===== config.mk =====
export PLATFORM = sky130hd
export DESIGN_NAME = fetch_queue
export DESIGN_NICKNAME = d
export VERILOG_FILES = /design/src/rtl/fetch_queue_pkg.sv /design/src/rtl/fetch_queue_chk.sv /design/src/rtl/fetch_queue.sv
export SDC_FILE = /design/constraint.sdc
export NUM_CORES = 1
export LEC_CHECK = 0
export CAP_MARGIN = 0
export CORE_AREA = 4 4 211 131
export DETAILED_ROUTE_END_ITERATION = 6
export DIE_AREA = 0 0 215 135
export GPL_TIMING_DRIVEN = 0
export MAX_ROUTING_LAYER = met4
export PLACE_DENSITY = 0.73
export SLEW_MARGIN = 30
export SYNTH_ARGS = -nofsm -noshare
export SYNTH_HDL_FRONTEND = slang
export SYNTH_SLANG_ARGS = --single-unit

===== constraint.sdc =====
create_clock -name clk -period 4.2 [get_ports clk]
set_input_delay 0.63 -clock clk [delete_from_list [all_inputs] [get_ports clk]]
set_output_delay 0.63 -clock clk [all_outputs]
set_load 0.05 [all_outputs]

===== src/rtl/fetch_queue_pkg.sv =====
// Shared instruction types and core configuration constants used by the
// fetch queue sitting between fetch and decode.
package fetch_queue_pkg;

    localparam int FQ_DEPTH = 4;

    typedef logic [31:0] t_rv_instr;
    typedef logic [31:0] t_rv_pc;

    typedef struct packed {
        t_rv_pc    pc;
        t_rv_instr instr;
    } t_fq_entry;

endpackage


===== src/rtl/fetch_queue_chk.sv =====
// Property checker for fetch_queue: occupancy bounds and head stability
// while decode is stalled. Only present in builds that define ASSERT.
`ifdef ASSERT
module fetch_queue_chk
    import fetch_queue_pkg::*;
#(
    parameter int DEPTH = FQ_DEPTH,
    parameter int CNT_W = $clog2(DEPTH + 1)
) (
    input logic             clk,
    input logic             reset,
    input logic             flush,
    input logic             stall,
    input logic             enq,
    input logic             fe_valid_de0,
    input logic [CNT_W-1:0] count,
    input t_rv_instr        instr_de0,
    input t_rv_pc           pc_de0
);

    a_no_enq_full: assert property (@(posedge clk) disable iff (reset)
        enq |-> (count < CNT_W'(DEPTH)));

    a_count_max: assert property (@(posedge clk) disable iff (reset)
        count <= CNT_W'(DEPTH));

    // A flush may legitimately replace the head even while stalled.
    a_head_stable: assert property (@(posedge clk) disable iff (reset)
        (stall && fe_valid_de0 && !flush) |=>
            (fe_valid_de0 && $stable(instr_de0) && $stable(pc_de0)));

endmodule
`endif


===== src/rtl/fetch_queue.sv =====
// Instruction queue between fetch and decode: buffers up to DEPTH
// {pc, instr} pairs in program order and presents the oldest at DE0.
module fetch_queue
    import fetch_queue_pkg::*;
#(
    parameter int DEPTH = FQ_DEPTH
) (
    input  logic                       clk,
    input  logic                       reset,
    input  logic                       valid_fe1,
    input  t_rv_instr                  instr_fe1,
    input  t_rv_pc                     pc_fe1,
    output logic                       ready_fe1,
    input  logic                       flush,
    input  logic                       stall,
    output logic                       fe_valid_de0,
    output t_rv_instr                  instr_de0,
    output t_rv_pc                     pc_de0,
    output logic [$clog2(DEPTH+1)-1:0] count
);

    localparam int PTR_W = $clog2(DEPTH);
    localparam int CNT_W = $clog2(DEPTH + 1);

    if (DEPTH < 2 || (DEPTH & (DEPTH - 1)) != 0) begin : g_bad_depth
        $error("fetch_queue: DEPTH must be a power of 2 and at least 2");
    end

    t_fq_entry        mem_r [DEPTH];
    logic [PTR_W-1:0] wr_ptr_r;
    logic [PTR_W-1:0] rd_ptr_r;
    logic [CNT_W-1:0] count_r;

    logic      full_s;
    logic      empty_s;
    logic      enq_s;
    logic      deq_s;
    t_fq_entry head_s;

    // ready depends only on registered occupancy, never on stall, so a
    // full queue refuses fetch even if decode drains in the same cycle.
    assign full_s    = (count_r == CNT_W'(DEPTH));
    assign empty_s   = (count_r == CNT_W'(0));
    assign ready_fe1 = !reset && !full_s;
    assign enq_s     = valid_fe1 && ready_fe1 && !flush;
    assign deq_s     = !empty_s && !stall && !flush;

    // Pointer and occupancy update; reset outranks flush, flush outranks traffic.
    always_ff @(posedge clk) begin
        if (reset || flush) begin
            wr_ptr_r <= PTR_W'(0);
            rd_ptr_r <= PTR_W'(0);
            count_r  <= CNT_W'(0);
        end else begin
            if (enq_s) begin
                wr_ptr_r <= wr_ptr_r + PTR_W'(1);
            end
            if (deq_s) begin
                rd_ptr_r <= rd_ptr_r + PTR_W'(1);
            end
            case ({enq_s, deq_s})
                2'b10:   count_r <= count_r + CNT_W'(1);
                2'b01:   count_r <= count_r - CNT_W'(1);
                default: count_r <= count_r;
            endcase
        end
    end

    // Entry storage; contents are deliberately left unreset.
    always_ff @(posedge clk) begin
        if (enq_s) begin
            mem_r[wr_ptr_r] <= '{pc: pc_fe1, instr: instr_fe1};
        end
    end

    // Head selection, zero-gated when the queue is empty.
    always_comb begin
        head_s = '0;
        if (!empty_s) begin
            head_s = mem_r[rd_ptr_r];
        end else begin
            head_s = '0;
        end
    end

    assign fe_valid_de0 = !empty_s;
    assign instr_de0    = head_s.instr;
    assign pc_de0       = head_s.pc;
    assign count        = count_r;

`ifdef ASSERT
    fetch_queue_chk #(
        .DEPTH (DEPTH),
        .CNT_W (CNT_W)
    ) u_chk (
        .clk          (clk),
        .reset        (reset),
        .flush        (flush),
        .stall        (stall),
        .enq          (enq_s),
        .fe_valid_de0 (fe_valid_de0),
        .count        (count_r),
        .instr_de0    (instr_de0),
        .pc_de0       (pc_de0)
    );
`endif

endmodule


==> results of run 1 <==
-- sequential cells by signal, indices dropped and copies added, names as in the netlist, named ones only --
signal,flops
count,3
rd_ptr_r,2
mem_r,256
wr_ptr_r,2
-- critical path: stages, from the launching register on --
cell	delay, ps
dfxtp_1	430
nor3_2	110
inv_1	80
clkbuf_1	660
clkbuf_1	430
and2_1	260
clkdlybuf4s50_1	820
-- worst paths after layout --
kind                     from          end  slack, ps  depth (start not counted)
hold reg to reg   rd_ptr_r[1]  rd_ptr_r[1]        530                          2
hold / removal    rd_ptr_r[1]  rd_ptr_r[1]        530                          2
setup reg to reg     count[2]     count[2]       1790                          9
setup / recovery     count[1]    pc_de0[5]        270                          6
-- layout make-up --
| class | count | area [um2] |
|---|---|---|
| multi-input cells | 168 | 2156 |
| clock buffers | 33 | 655.6 |
| flip-flops and latches | 265 | 7868 |
| well taps | 336 | 420.4 |
| plain buffers | 22 | 147.6 |
| fillers | 2052 | 13080 |
| clock inverters | 10 | 38.79 |
| diodes | 1 | 2.502 |
| repair buffers | 141 | 1451 |
| inverters | 6 | 22.52 |
-- metrics by stage --
step / total power [W] / TNS, ps / worst slack [ps]
after global routing: 0.005319 / 0 / 59.62
final: 0.005127 / 0 / 266.2
after floorplan: 0.003086 / 0 / 1123
after CTS: 0.005191 / 0 / 195.7
after global placement: 0.003210 / -95660 / -391.9
after detailed placement: 0.003223 / 0 / 772.2
-- logic make-up (layout without fill, tap and decap cells) --
family	count (synthesis)	after routing	synth area share (%)
compound gates	10	10	0.5165
xor+xnor	2	2	0.1722
fa+ha+maj	6	6	0.8117
buf+inv	28	212	1.672
other cells	0	1	0
simple gates	86	86	5.215
flops	265	265	77.33
mux	64	64	14.28
-- metal layers --
| layer | GRT usage, % | vias to the layer above |
|---|---|---|
| met5 | - | - |
| met4 | 1.752 | 0 |
| met3 | 3.665 | 20 |
| met2 | 22.73 | 138 |
| met1 | 19.35 | 2563 |
| li1 | - | 2208 |
-- power by group --
group / internal, W / total (W) / switching [W] / leakage (nW)
clock: 0.00108 / 0.00196 / 0.000877 / 0.336
sequential: 0.00293 / 0.00293 / 0.00000670 / 2.39
combinational: 0.000109 / 0.000233 / 0.000124 / 1.25
-- cells in the final DEF, fill, tap and decap left out, drive strengths merged, types with 2 or more instances in the layout --
cell and instances:
edfxtp 256, clkdlybuf4s50 137, and2 65, mux4 64, clkbuf 42, buf 17
clkinv 10, dfxtp 9, inv 6, a21oi 5, ha 5, nor2 4
and3 4, o21ai 4, or3 3, nand2 2, xor2 2, nand4 2
nor3 2
==> results.md, run 1 <==
- Avg Synthesized Cell Area: 22.07 um2
- Count leader, synth: edfxtp_1
- Design area: 0.01276 mm2
- Dpl hpwl: 13060 um
- CP endpoint kind: output pin
- RSZ-0062 raised after global routing: false
- Met2 wire length: 9641 um
- Initial antenna violation count: 0
- I/O pin total: 138
- GRT Residual Overflow: 0
- Final Wtd Congestion: 0.7617
- Synth area leader: edfxtp_1
- Register bit total from synthesis: 265
- Run status: finished clean
- Resized Gates After CTS: 0
- Synth unique cells: 29
- Post-route clock skew: 4.911 ps
- Nets: 703
- Pin count of the biggest net entering global routing: 34
- Port Buffers: 137
- Crit Path Class: reg -> out
- Final Core Density: 49.39%
- DP Area: 0.01207 mm2
- Sink Count: 265
- Die width: 215 um
- DR vias/cell: 5.019
- Final Critical Period: 3934 ps
- Post-Syn Area: 0.01017 mm2
- Endpoints failing setup: 0
- Worst Path Arrival: 3300 ps
- Layout overhead on the synthesized area: 25.45%
- Met3 WL post-DR: 1229 um
- Iter 0 DRT Violations: 304
- Syn Nets: 536
- Wirelength per Cell: 20.53 um
- Post-synth top cells: edfxtp_1, and2_1, mux4_2
- Power Density: 401.7 mW/mm2
- Antenna-violating nets left: 0
- Root buffer cell: clkbuf_16
- Sequential cell area fraction in the yosys report: 77.33%
- Chip height: 135 um
- Total number of vias: 4929
- Rows: 46
- Initial DRT Pass Iterations: 4
- Final Non-Filler Cells: 982
- Number of H-tree levels: 1
- Vias in the first global route: 5315
- Max Fclk: 254.2 MHz
- Most frequently used flop master after synthesis: edfxtp_1
- Clock buffer depth: 3
- Leak Pwr: 3.974 nW
- Worst skew pair latency: 510 ps
- Cell count after placement: 938
- First-pass GRT wire length: 30970 um
- GRT Overall Usage: 14.23%
- Clock transition at path regs: 60 ps
- Worst-Margin Slew: 874.8 ps
- Worst Setup Start Kind: flop
- DRC viols: 0
- Critical Path RT: 3570 ps
- Core area: 0.02584 mm2
- Routed met1 length: 9077 um
- Rel. slew slack: 41.68%
- Top post-synthesis cells by area: edfxtp_1, mux4_2, and2_1
- Drt total wl: 20160 um
- Post-CTS Hold Buffers: 0
- Layout cells sized above 1: 17.36%
- Cells after Synth: 461
- Post-synth ARST share: 0%
- Max Slew Vio Count: 0
- Fin Hold WS: 527.6 ps
- Final Hold Viols: 0
- Synth warn: 0
- Hold Path Class: reg -> reg
- Clock buffer count from CTS: 24
- # Max-Cap Violations: 0
- Max Used Layer: met4
- Maximum vdd drop: 0.3229 mV
- Post-synth EDFFs: 256
- Period utilisation layout: 93.66%
- Die ar.: 0.02903 mm2
- CP max FO: 11
- CTS tree: yes
- Starting Density: 39.37%
- Post-CTS setup buffer count: 0
- Yosys top cell area share: 75.56%
No activity file was read; power rests on OpenSTA's default activity.
==> run 2: changes to the inputs <==
CTS_BUF_LIST = sky130_fd_sc_hd__clkbuf_4 sky130_fd_sc_hd__clkbuf_8   (was unset)
clock period = 4.65 ns   (was 4.2 ns; I/O delays follow)
==> run 2 against run 1 <==
  * Utilization grew 0.22 points
  * Worst setup slack improved by 360 ps
  * Final area is 0.44% higher
  * Routed wire length rose by 1.6%
  * Combinational power down 9.9%
  * Flip-flop and latch count did not move
  * Count of clock-buffer cells in the layout grew 19
  * Critical path type unchanged
  * Highest routed layer unchanged
==> results.md, run 2 (synthesis gave the netlist of run 1 again) <==
- Run status: finished clean
- Port Buffers: 137
- Nets: 719
- Vias in the first global route: 5449
- N_diodes: 0
- Worst Setup Start Kind: flop
- Clock transition at path regs: 70 ps
- Post-CTS Hold Buffers: 0
- Pin count of the biggest net entering global routing: 34
- Power Density: 365.3 mW/mm2
- Starting Density: 39.37%
- Hold path startpoint: rd_ptr_r[1]
- Antenna-violating nets left: 0
- Fin Hold WS: 535.2 ps
- Maximum vdd drop: 0.2786 mV
- Most common cell after layout, fill and taps aside: edfxtp_1
- Resized Gates After CTS: 0
- Iter 0 DRT Violations: 291
- # Max-Cap Violations: 0
- Endpoints failing setup: 0
- GRT Residual Overflow: 0
- Dpl hpwl: 13060 um
- Leak Pwr: 4.040 nW
- Layout fillers: 2076
- Initial antenna violation count: 0
- Design area: 0.01282 mm2
- Die width: 215 um
- CP endpoint kind: output pin
- Root buffer cell: clkbuf_8
- Final setup margin: 627.9 ps
- Post-route clock skew: 24.79 ps
- Crit Path Class: reg -> out
- Max Fclk: 248.6 MHz
- Hold Path Class: reg -> reg
- DRC viols: 0
- Worst-Margin Slew: 877.0 ps
- Clock buffer count from CTS: 40
- Sink Count: 265
- First-pass GRT wire length: 31510 um
- Final Critical Period: 4022 ps
- Post-CTS setup buffer count: 0
- Max reg flops: 256
- Number of H-tree levels: 2
- Total number of vias: 5050
- Leading registers by flop count: mem_r x256, count x3
- Most frequent cells in the layout: edfxtp_1, clkdlybuf4s50_1, and2_1
- Initial DRT Pass Iterations: 4
- Clock buffer depth: 3
- Rel. slew slack: 41.53%
- CTS tree: yes
- Worst skew pair latency: 530 ps
- R2r startpoint: count[2]
- Crit path launch: count[0]
- Core area: 0.02584 mm2
- GRT Overall Usage: 14.61%
- Drt total wl: 20490 um
- Layout cells sized above 1: 21.88%
- Layout overhead on the synthesized area: 26.00%
- RSZ-0062 raised after global routing: false
- Chip height: 135 um
- DP Area: 0.01207 mm2
- Most flop-heavy register: mem_r
- DR vias/cell: 5.010
- Die ar.: 0.02903 mm2
- Wirelength per Cell: 20.33 um
- Max Slew Vio Count: 0
- Period utilisation layout: 86.50%
- TNS Setup: 0 ps
- Final Hold Viols: 0
- I/O pin total: 138
- Pre-CTS setup slack: 1155 ps
- Critical Path RT: 3950 ps
- CP max FO: 10
- Rows: 46
- Final Wtd Congestion: 0.7617
- Worst Path Arrival: 3320 ps
[run 2: cell count changes in the layout (fill, tap and decap cells not counted)]
cell | before | now
clkbuf_8 | 0 | 41
clkbuf_16 | 25 | 0
clkbuf_4 | 0 | 11
clkbuf_1 | 16 | 8
clkinv_2 | 1 | 7
bufinv_16 | 0 | 1
clkinvlp_4 | 0 | 1
diode_2 | 1 | 0
[run 2: worst max-delay path, stage by stage, from the launching register on]
cell,delay (ps)
dfxtp_1,440
nor3_2,110
inv_1,80
clkbuf_1,660
clkbuf_1,430
and2_1,240
clkdlybuf4s50_1,820
[run 2: through the flow]
step	instances	power, W	utilization, %
after floorplan	461	0.002787	-
after global placement	934	0.002899	46.30
after detailed placement	938	0.002911	46.69
after CTS	1008	0.004752	49.60
after global routing	1008	0.004887	49.60
final	1008	0.004682	49.60
[run 2: cell type report]
cell class | count | area, um2 | share of cell area (%)
clock inverter | 18 | 106.4 | 0.8297
multi-input combinational | 168 | 2156 | 16.82
inverter | 6 | 22.52 | 0.1757
clock buffer | 52 | 646.9 | 5.046
buffer | 22 | 147.6 | 1.152
timing repair buffer | 141 | 1451 | 11.32
sequential | 265 | 7868 | 61.38
tap | 336 | 420.4 | 3.280
[run 2: power by group]
group	internal [W]	switching, W	leakage (nW)	total, W
logic	0.0000985	0.000112	1.25	0.000210
registers	0.00264	0.00000601	2.39	0.00265
clock network	0.000964	0.000859	0.401	0.00182
total	0.00371	0.000977	4.04	0.00468
[run 2: final timing paths]
path         slack (ps)  cells after the start        end
min reg2reg         540                      2       flop
max reg2reg        2230                      9   count[2]
min                 540                      2       flop
max                 630                      6  pc_de0[2]
[run 2: layer usage]
| metal | share of wire, % | track usage [%] | vias up | routed length, um |
|---|---|---|---|---|
| met4 | 1.5 | 3.110 | 0 | 303 |
| met1 | 44 | 19.55 | 2582 | 9054 |
| li1 | - | - | 2249 | - |
| met2 | 47 | 22.54 | 184 | 9590 |
| met3 | 7.5 | 4.430 | 35 | 1540 |
| met5 | 0 | - | - | 0 |
==> run 3: changes to the inputs <==
CORE_AREA = 4 4 226 140   (was 4 4 211 131)
DIE_AREA = 0 0 230 144   (was 0 0 215 135)
PLACE_DENSITY = 0.66   (was 0.73)
==> run 3 against run 2 <==
  * Critical path depth stayed put
  * First-iteration DRC count is 65% higher
  * Worst setup slack better by 110 ps
  * Flip-flop and latch count stayed put
  * Global-route usage is 1.1 points lower
  * Maximum frequency is 2.9% higher
  * Clock power hardly changed
  * Sequential share of layout area is 0.56 points lower
  * Count of clock-buffer cells in the layout is 7 higher
  * Routed wire length is 5.0% higher
  * Largest power group unchanged
==> results.md, run 3 (synthesis gave the netlist of run 1 again) <==
- Endpoints failing setup: 0
- R2r startpoint: count[2]
- Leak Pwr: 4.051 nW
- Worst skew pair latency: 550 ps
- Final Critical Period: 3907 ps
- Crit Path Class: reg -> out
- Chip height: 144 um
- Dpl hpwl: 13520 um
- Die width: 230 um
- Final setup margin: 742.9 ps
- CP max FO: 10
- Starting Density: 34.43%
- Root buffer cell: clkbuf_8
- Nets: 719
- Maximum vdd drop: 0.2008 mV
- Hold Path Class: reg -> reg
- Die ar.: 0.03312 mm2
- Power Total: 0.004671 W
- DP Area: 0.01217 mm2
- Run status: finished clean
- Worst Path Arrival: 3210 ps
- RSZ-0062 raised after global routing: false
- Core area: 0.02955 mm2
- Post-CTS Hold Buffers: 0
- Pre-CTS setup slack: 1263 ps
- Most flop-heavy register: mem_r
- FF/Latch Area: 0.007868 mm2
- Clock buffer depth: 3
- Total number of vias: 5086
- R2R Setup Slk: 2110 ps
- Crit path launch: count[0]
- Clock transition at path regs: 60 ps
- Max Fclk: 255.9 MHz
- Initial antenna violation count: 1
- Max reg flops: 256
- Post-route clock skew: 10.26 ps
- CP endpoint kind: output pin
- Fin Hold WS: 497.3 ps
- Design area: 0.01294 mm2
- Pin count of the biggest net entering global routing: 37
- Power Density: 361.1 mW/mm2
- Antenna-violating nets left: 0
- Cell count after placement: 1010
- Worst-Margin Slew: 613.3 ps
- First-pass GRT wire length: 32640 um
- Leading registers by flop count: mem_r x256, count x3
- Most frequent cells in the layout: edfxtp_1, clkdlybuf4s50_1, and2_1
- CTS tree: yes
- Rows: 49
- Sink Count: 265
- Vias in the first global route: 5651
- R2R depth: 9
- Initial DRT Pass Iterations: 4
- Period utilisation layout: 84.02%
- Iter 0 DRT Violations: 480
- GRT Residual Overflow: 0
- Layout fillers: 2604
- Worst setup path end: instr_de0[31]
- # Max-Cap Violations: 0
- GRT Overall Usage: 13.47%
- DRC viols: 0
- Max Slew Vio Count: 0
- Layout cells sized above 1: 22.37%
- Port Buffers: 137
- Resized Gates After CTS: 0
- I/O pin total: 138
- Post-CTS setup buffer count: 0
- Clock buffer count from CTS: 40
- Final Hold Viols: 0
- Drt total wl: 21510 um
- DR vias/cell: 4.692
- Final Wtd Congestion: 0.7558
- Final Non-Filler Cells: 1084
- Layout overhead on the synthesized area: 27.17%
- Reg-to-reg endpoint: count[2]
- Number of H-tree levels: 2
- Wirelength per Cell: 19.84 um
- Most common cell after layout, fill and taps aside: edfxtp_1
- Worst Setup Start Kind: flop
- Rel. slew slack: 59.12%
- Area of the multi-input gates: 0.002156 mm2
- Critical Path RT: 3950 ps
-- run 3: cell count changes in the layout (fill, tap and decap cells not counted), sizes merged --
| cell | previous run | this run |
|---|---|---|
| clkinv | 16 | 12 |
| clkbuf | 61 | 68 |
| clkinvlp | 1 | 2 |
| bufinv | 1 | 0 |
| diode | 0 | 1 |
-- run 3: stage by stage --
stage | setup TNS (ps) | util, %
finish | 0 | 43.78
global route | 0 | 43.78
CTS | 0 | 43.77
detailed placement | 0 | 41.18
global placement | -33700 | 40.80
floorplan | 0 | -
-- run 3: worst max-delay path, cell delays in order (launching register included) --
cell	delay, ps
dfxtp_1	440
nor3_2	110
inv_1	100
clkbuf_1	480
clkbuf_1	460
and2_1	250
clkdlybuf4s50_1	820
-- run 3: routing by layer --
layer	vias up	track usage (%)	routed length, um
met5	-	-	0
met4	0	4.293	558
met2	169	22.40	10540
met3	52	3.937	1428
li1	2249	-	-
met1	2616	16.10	8983
-- run 3: how the worst min path moves through the flow --
stage	cells past startpoint	slack, ps	endpoint	start
global placement	2	480	rd_ptr_r[1]	rd_ptr_r[1]
finish	2	500	rd_ptr_r[1]	rd_ptr_r[1]
floorplan	2	460	flop	rd_ptr_r[1]
detailed placement	2	500	rd_ptr_r[1]	rd_ptr_r[1]
CTS	2	510	rd_ptr_r[1]	rd_ptr_r[1]
global route	2	530	flop	rd_ptr_r[1]
-- run 3: final cells by class --
type | count | area share [%]
Antenna cell | 1 | 0.01934
Clock buffer | 59 | 5.406
Tap cell | 408 | 3.946
Multi-Input combinational cell | 168 | 16.66
Sequential cell | 265 | 60.81
Clock inverter | 14 | 0.5029
Buffer | 22 | 1.141
Timing Repair Buffer | 141 | 11.33
Inverter | 6 | 0.1741
-- run 3: where the power goes --
part	internal [W]	switching, W
Sequential	0.00264	0.00000610
Clock	0.000965	0.000845
Combinational	0.0000992	0.000112
